===== src/rtl/mem_responder.sv =====
`default_nettype none
// ============================================================================
// Module   : mem_responder
// Purpose  : Byte-wide CPU memory responder that decodes each request into an
//            internal BIOS ROM, an external 16-bit asynchronous SRAM, or open
//            bus. SRAM accesses take SRAM_WAIT extra wait cycles.
// Options  : MEM_RESPONDER_READ_BUFFER_EN adds a one-word SRAM read buffer.
// Revision : 1.0 - initial release
// ============================================================================
module mem_responder #(
    parameter int unsigned SRAM_WAIT = 1,
    parameter logic [19:0] BIOS_BASE = 20'hF0000
) (
    input  logic        clock,
    input  logic        reset,
    input  logic        cpu_req,
    input  logic [19:0] cpu_address,
    input  logic        cpu_we,
    input  logic [7:0]  cpu_wdata,
    output logic [7:0]  cpu_rdata,
    output logic        cpu_ready,
    output logic [15:0] bios_addr,
    input  logic [7:0]  bios_data,
    output logic [17:0] sram_addr,
    input  logic [15:0] sram_dq_in,
    output logic [15:0] sram_dq_out,
    output logic        sram_dq_oe,
    output logic        sram_we_n,
    output logic        sram_oe_n,
    output logic        sram_ub_n,
    output logic        sram_lb_n
);

    typedef enum logic [2:0] {
        IDLE    = 3'd0,
        BIOS    = 3'd1,
        SRAM_RD = 3'd2,
        SRAM_WR = 3'd3,
        DONE    = 3'd4
    } state_t;

    state_t      r_state_q,       w_state_d;
    logic [2:0]  r_wait_q,        w_wait_d;
    logic        r_cpu_ready_q,   w_cpu_ready_d;
    logic [7:0]  r_cpu_rdata_q,   w_cpu_rdata_d;
    logic [15:0] r_bios_addr_q,   w_bios_addr_d;
    logic [17:0] r_sram_addr_q,   w_sram_addr_d;
    logic [15:0] r_sram_dq_out_q, w_sram_dq_out_d;
    logic        r_sram_dq_oe_q,  w_sram_dq_oe_d;
    logic        r_sram_we_n_q,   w_sram_we_n_d;
    logic        r_sram_oe_n_q,   w_sram_oe_n_d;
    logic        r_sram_ub_n_q,   w_sram_ub_n_d;
    logic        r_sram_lb_n_q,   w_sram_lb_n_d;

`ifdef MEM_RESPONDER_READ_BUFFER_EN
    logic [17:0] r_buf_tag_q,   w_buf_tag_d;
    logic [15:0] r_buf_data_q,  w_buf_data_d;
    logic        r_buf_valid_q, w_buf_valid_d;
`endif

    // BIOS decode has priority so a low BIOS_BASE still maps the ROM.
    logic w_is_bios;
    logic w_is_sram;
    assign w_is_bios = (cpu_address >= BIOS_BASE);
    assign w_is_sram = !w_is_bios && !cpu_address[19];

    // Picks the addressed byte lane out of a 16-bit SRAM word.
    function automatic logic [7:0] f_lane(input logic [15:0] word, input logic odd);
        return odd ? word[15:8] : word[7:0];
    endfunction

    // Next-state, datapath and strobe decode; strobes follow the next state so
    // the registered outputs are valid throughout each state's cycle.
    always_comb begin
        w_state_d       = r_state_q;
        w_wait_d        = r_wait_q;
        w_cpu_rdata_d   = r_cpu_rdata_q;
        w_bios_addr_d   = r_bios_addr_q;
        w_sram_addr_d   = r_sram_addr_q;
        w_sram_dq_out_d = r_sram_dq_out_q;
`ifdef MEM_RESPONDER_READ_BUFFER_EN
        w_buf_tag_d     = r_buf_tag_q;
        w_buf_data_d    = r_buf_data_q;
        w_buf_valid_d   = r_buf_valid_q;
`endif

        case (r_state_q)
            IDLE: begin
                if (cpu_req) begin
                    if (w_is_bios) begin
                        w_state_d     = BIOS;
                        w_bios_addr_d = cpu_address[15:0];
                    end else if (w_is_sram) begin
                        w_sram_addr_d = cpu_address[18:1];
                        w_wait_d      = 3'(SRAM_WAIT);
                        if (cpu_we) begin
                            w_state_d       = SRAM_WR;
                            w_sram_dq_out_d = {cpu_wdata, cpu_wdata};
                        end else begin
                            w_state_d = SRAM_RD;
`ifdef MEM_RESPONDER_READ_BUFFER_EN
                            // Buffer hit answers without touching the SRAM
                            if (r_buf_valid_q && (r_buf_tag_q == cpu_address[18:1])) begin
                                w_state_d     = DONE;
                                w_sram_addr_d = r_sram_addr_q;
                                w_cpu_rdata_d = f_lane(r_buf_data_q, cpu_address[0]);
                            end
`endif
                        end
                    end else begin
                        // Open bus: reads float high, writes vanish
                        w_state_d = DONE;
                        if (!cpu_we) begin
                            w_cpu_rdata_d = 8'hFF;
                        end
                    end
                end
            end
            BIOS: begin
                w_state_d = DONE;
                if (!cpu_we) begin
                    w_cpu_rdata_d = bios_data;
                end
            end
            SRAM_RD: begin
                if (r_wait_q == 3'd0) begin
                    w_state_d     = DONE;
                    w_cpu_rdata_d = f_lane(sram_dq_in, cpu_address[0]);
`ifdef MEM_RESPONDER_READ_BUFFER_EN
                    w_buf_tag_d   = r_sram_addr_q;
                    w_buf_data_d  = sram_dq_in;
                    w_buf_valid_d = 1'b1;
`endif
                end else begin
                    w_wait_d = r_wait_q - 3'd1;
                end
            end
            SRAM_WR: begin
                if (r_wait_q == 3'd0) begin
                    w_state_d = DONE;
`ifdef MEM_RESPONDER_READ_BUFFER_EN
                    // Keep the buffered word coherent with the written lane
                    if (r_buf_valid_q && (r_buf_tag_q == r_sram_addr_q)) begin
                        if (cpu_address[0]) begin
                            w_buf_data_d[15:8] = cpu_wdata;
                        end else begin
                            w_buf_data_d[7:0] = cpu_wdata;
                        end
                    end
`endif
                end else begin
                    w_wait_d = r_wait_q - 3'd1;
                end
            end
            DONE: begin
                w_state_d = IDLE;
            end
            default: begin
                w_state_d = IDLE;
            end
        endcase

        w_cpu_ready_d  = (w_state_d == DONE);
        w_sram_we_n_d  = 1'b1;
        w_sram_oe_n_d  = 1'b1;
        w_sram_ub_n_d  = 1'b1;
        w_sram_lb_n_d  = 1'b1;
        w_sram_dq_oe_d = 1'b0;
        if (w_state_d == SRAM_RD) begin
            w_sram_oe_n_d = 1'b0;
            w_sram_ub_n_d = 1'b0;
            w_sram_lb_n_d = 1'b0;
        end else if (w_state_d == SRAM_WR) begin
            w_sram_we_n_d  = 1'b0;
            w_sram_dq_oe_d = 1'b1;
            w_sram_lb_n_d  = cpu_address[0];
            w_sram_ub_n_d  = ~cpu_address[0];
        end else if ((w_state_d == DONE) && (r_state_q == SRAM_WR)) begin
            // Keep driving data for one cycle after we_n rises (hold time)
            w_sram_dq_oe_d = 1'b1;
        end
    end

    // State and output registers with synchronous reset.
    always_ff @(posedge clock) begin
        if (reset) begin
            r_state_q       <= IDLE;
            r_wait_q        <= 3'd0;
            r_cpu_ready_q   <= 1'b0;
            r_cpu_rdata_q   <= 8'h00;
            r_bios_addr_q   <= 16'h0000;
            r_sram_addr_q   <= 18'h00000;
            r_sram_dq_out_q <= 16'h0000;
            r_sram_dq_oe_q  <= 1'b0;
            r_sram_we_n_q   <= 1'b1;
            r_sram_oe_n_q   <= 1'b1;
            r_sram_ub_n_q   <= 1'b1;
            r_sram_lb_n_q   <= 1'b1;
`ifdef MEM_RESPONDER_READ_BUFFER_EN
            r_buf_tag_q     <= 18'h00000;
            r_buf_data_q    <= 16'h0000;
            r_buf_valid_q   <= 1'b0;
`endif
        end else begin
            r_state_q       <= w_state_d;
            r_wait_q        <= w_wait_d;
            r_cpu_ready_q   <= w_cpu_ready_d;
            r_cpu_rdata_q   <= w_cpu_rdata_d;
            r_bios_addr_q   <= w_bios_addr_d;
            r_sram_addr_q   <= w_sram_addr_d;
            r_sram_dq_out_q <= w_sram_dq_out_d;
            r_sram_dq_oe_q  <= w_sram_dq_oe_d;
            r_sram_we_n_q   <= w_sram_we_n_d;
            r_sram_oe_n_q   <= w_sram_oe_n_d;
            r_sram_ub_n_q   <= w_sram_ub_n_d;
            r_sram_lb_n_q   <= w_sram_lb_n_d;
`ifdef MEM_RESPONDER_READ_BUFFER_EN
            r_buf_tag_q     <= w_buf_tag_d;
            r_buf_data_q    <= w_buf_data_d;
            r_buf_valid_q   <= w_buf_valid_d;
`endif
        end
    end

    assign cpu_ready   = r_cpu_ready_q;
    assign cpu_rdata   = r_cpu_rdata_q;
    assign bios_addr   = r_bios_addr_q;
    assign sram_addr   = r_sram_addr_q;
    assign sram_dq_out = r_sram_dq_out_q;
    assign sram_dq_oe  = r_sram_dq_oe_q;
    assign sram_we_n   = r_sram_we_n_q;
    assign sram_oe_n   = r_sram_oe_n_q;
    assign sram_ub_n   = r_sram_ub_n_q;
    assign sram_lb_n   = r_sram_lb_n_q;

endmodule
`default_nettype wire


===== config.mk =====
export PLATFORM = sky130hd
export DESIGN_NAME = mem_responder
export DESIGN_NICKNAME = d
export VERILOG_FILES = /design/src/rtl/mem_responder.sv
export SDC_FILE = /design/constraint.sdc
export NUM_CORES = 1
export LEC_CHECK = 0
export CORE_UTILIZATION = 44
export DETAILED_ROUTE_END_ITERATION = 10
export PLACE_DENSITY = 0.85
export SLEW_MARGIN = 40
export SYNTH_ARGS = -nofsm -noshare
export SYNTH_HDL_FRONTEND = slang
export SYNTH_SLANG_ARGS = --single-unit

===== constraint.sdc =====
create_clock -name clock -period 3.9 [get_ports clock]
set_input_delay 1.17 -clock clock [delete_from_list [all_inputs] [get_ports clock]]
set_output_delay 1.17 -clock clock [all_outputs]
set_load 0.01 [all_outputs]

==> results.yml <==
status:
  status: "completed"
floorplan:
  initial_utilization_pct: 46.2
  pin_count: 120
  dieArea_um2: 6120
  fp.dieW_um: 78.3
  core_area_um2: 5540
  dieHeight_um: 78.3
  row_count: 27
synthesis:
  syn_inst: 295
  synth.most_common_cell: "nand2_1"
  synth.area.top_cells: "dfxtp_1 49%, nand2_1 11%, a21oi_1 6.5%"
  ys_warn_count: 0
  yosysTopAreaCellShare_pct: 48.5
  syn-num-nets: 353
  ys_async_sr_fraction_pct: 0
  ys_types: 37
  ys_seq_area_share_pct: 48.5
  synth_edf_count: 0
  netlist_top_cells_count: "72 x nand2_1, 62 x dfxtp_1, 33 x a21oi_1"
  synth_area_um2: 2560
  yosysTopAreaCell: "dfxtp_1"
  synth_ff_type: "dfxtp_1"
  synth_seq_cells: 62
  syn_avg_cell_area_um2: 8.67
timing:
  maxSlewViolCount: 0
  period_share_pct: 72.7
  whs_ns: 0.454
  maxSlewHeadroom_pct: 50.2
  hold_viol: 0
  fmax_ghz: 0.353
  skew_ns: 0.00586
  rsz0062_at_grt: "false"
  setup_tns_ns: 0
  setup_slack_ns: 1.07
  tightest_slew_ns: 0.746
  setup_viol: 0
  period_minus_slack_ns: 2.83
drt:
  drt_iter0_markers: 114
  viasPerCell: 4.99
  drt_wl_total_um: 6560
  vias: 2387
  drc_errors: 0
  ant_nets: 0
  routedWlPerCell_um: 13.7
  drt-pass1-iter-count: 6
worst_setup_path:
  start_kind: "input port"
  crit_buf_inv: 1
  cpMaxStageDelayCell: "nand3_1"
  path_cells: "clkdlybuf4s50_1 -> nor4b_2 -> nand3_1 -> nand2_1 -> a21oi_2"
  required_ns: 4.10
  r2r_start: "r_state_q[2]$_SDFF_PP0_"
  crit_type: "input port to register"
  worstSetupStartpoint: "cpu_req"
  end_kind: "register"
  cp.arrival_ns: 3.04
  path_delay_family: "simple AND/OR/NAND/NOR gates"
  cp_max_fo: 16
  cpPeakStageDelay_ns: 0.57
worst_hold_path:
  min-delay-start: "sram_addr[0]$_SDFFE_PP0P_"
  holdCritPathClass: "register to register"
cts:
  cts_buffers: 9
  htree_levels: 3
  cts.clk_slew.worst_paths_ns: 0.07
  clock_latency_ns: 0.33
  cts_buffer_depth: 2
  cts_hold_buf: 0
  cts_tree: "built"
  cts_setup_buffers: 0
  ctsRootBufferMaster: "clkbuf_8"
  ctsResizeCount: 0
  clock-sinks: 62
placement:
  placement.cell_area_um2: 3700
  io_buffers: 119
  dp_hpwl_um: 4710
  place_ws_ns: 0.718
  place_congestion: 0.871
power:
  power.leakage_nw: 1.44
  vdd_drop_max_mv: 0.248
  powerDensity_nw_per_um2: 382
cells_and_area:
  nets: 460
  syn_to_final_growth_pct: 52.9
  fin_util_pct: 70.6
  num-fill-cells: 433
  drive_above_1_share_pct: 8.62
  diodes: 0
  final_design_area_no_fill_um2: 3910
job:
  maxCapViolations: 0
grt:
  antenna_found_initial: 0
  grtUsageTotal_pct: 23.0
  grt_max_degree: 51
  grt_pass1_vias: 2373
  overflow: 0
  grt_pass1_wl_um: 11000
[stage by stage]
step	total power [mW]	instances
2_1_floorplan	0.800	295
3_3_place_gp	0.926	463
3_5_place_dp	0.931	463
4_1_cts	1.51	478
5_1_grt	1.57	478
6_report	1.49	478
[where the power goes]
| group | internal [mW] | total [mW] | switching [mW] | leakage [nW] |
|---|---|---|---|---|
| clock | 0.343 | 0.576 | 0.234 | 0.104 |
| sequential | 0.664 | 0.685 | 0.0213 | 0.504 |
| combinational | 0.134 | 0.233 | 0.0984 | 0.829 |
| total | 1.14 | 1.49 | 0.353 | 1.44 |
[cell type report]
cell class	instances	area [um2]	area share (%)
inverter	13	48.8	1.25
timing repair buffer	122	1210	30.9
sequential	62	1240	31.7
clock inverter	3	42.5	1.09
multi-input combinational	194	1120	28.5
clock buffer	12	165	4.22
tap	72	90.1	2.30
[registers in the layout (all words and copies together), names as in the netlist]
register and cells:
sram_dq_oe 1, sram_addr 18, r_wait_q 3, cpu_ready 1, sram_oe_n 1, r_state_q 3
cpu_rdata 8, sram_dq_out 8, sram_ub_n 1, sram_we_n 1, bios_addr 16, sram_lb_n 1
[cells in the final DEF (no fill, tap or decap)]
| cell type | n |
|---|---|
| clkdlybuf4s50_1 | 118 |
| nand2_1 | 72 |
| dfxtp_1 | 62 |
| a21oi_1 | 33 |
| nor2_1 | 22 |
| mux2i_1 | 16 |
| inv_1 | 13 |
| clkbuf_8 | 12 |
| a21oi_2 | 10 |
| a22oi_1 | 9 |
| buf_4 | 3 |
| nor4b_2 | 2 |
| o21ai_0 | 2 |
| nor4b_1 | 2 |
| nand2b_1 | 2 |
| a2111oi_0 | 2 |
| a211oi_1 | 2 |
| o21ai_1 | 2 |
| ha_1 | 2 |
| and3b_1 | 1 |
| o21bai_1 | 1 |
| or4b_1 | 1 |
| and3_1 | 1 |
| or4_1 | 1 |
| a21o_1 | 1 |
| or3b_4 | 1 |
| nand4_1 | 1 |
| nor3_4 | 1 |
| nand3_1 | 1 |
| nor2b_1 | 1 |
| nor3_2 | 1 |
| nand3b_1 | 1 |
| a32o_1 | 1 |
| a211oi_4 | 1 |
| nor3_1 | 1 |
| bufinv_16 | 1 |
| clkinvlp_4 | 1 |
| clkinv_2 | 1 |
| buf_2 | 1 |
[final timing paths]
path | slack, ns | endpoint | cells after the start
max | 1.07 | bios_addr[6]$_SDFFE_PP0P_ | 5
min reg2reg | 0.45 | sram_addr[0]$_SDFFE_PP0P_ | 2
max reg2reg | 1.82 | bios_addr[6]$_SDFFE_PP0P_ | 4
min | 0.45 | sram_addr[0]$_SDFFE_PP0P_ | 2
[per-layer routing]
| layer | vias to the layer above | track usage (%) | wire length (um) |
|---|---|---|---|
| met3 | 12 | 5.58 | 352 |
| met5 | - | 0 | 0 |
| met1 | 1102 | 26.4 | 2740 |
| li1 | 1187 | - | - |
| met4 | 0 | 11.7 | 123 |
| met2 | 86 | 39.6 | 3350 |
[worst reg2reg max path: cells and delay by family (launching register included)]
| kind | cells | cell delay, ns |
|---|---|---|
| DFF | 1 | 0.49 |
| and+or+nand+nor | 3 | 1.38 |
| AOI/OAI and AO/OA | 1 | 0.08 |
[cell families after synthesis]
family                     after synthesis  synth area share (%)
AOI/OAI and AO/OA                       64                  16.3
muxes                                   16                  6.26
DFF                                     62                  48.5
and+or+nand+nor                        112                  20.0
buffers and inverters                   39                  7.87
adders and majority gates                2                 0.978
No activity file was read; power rests on OpenSTA's default activity.
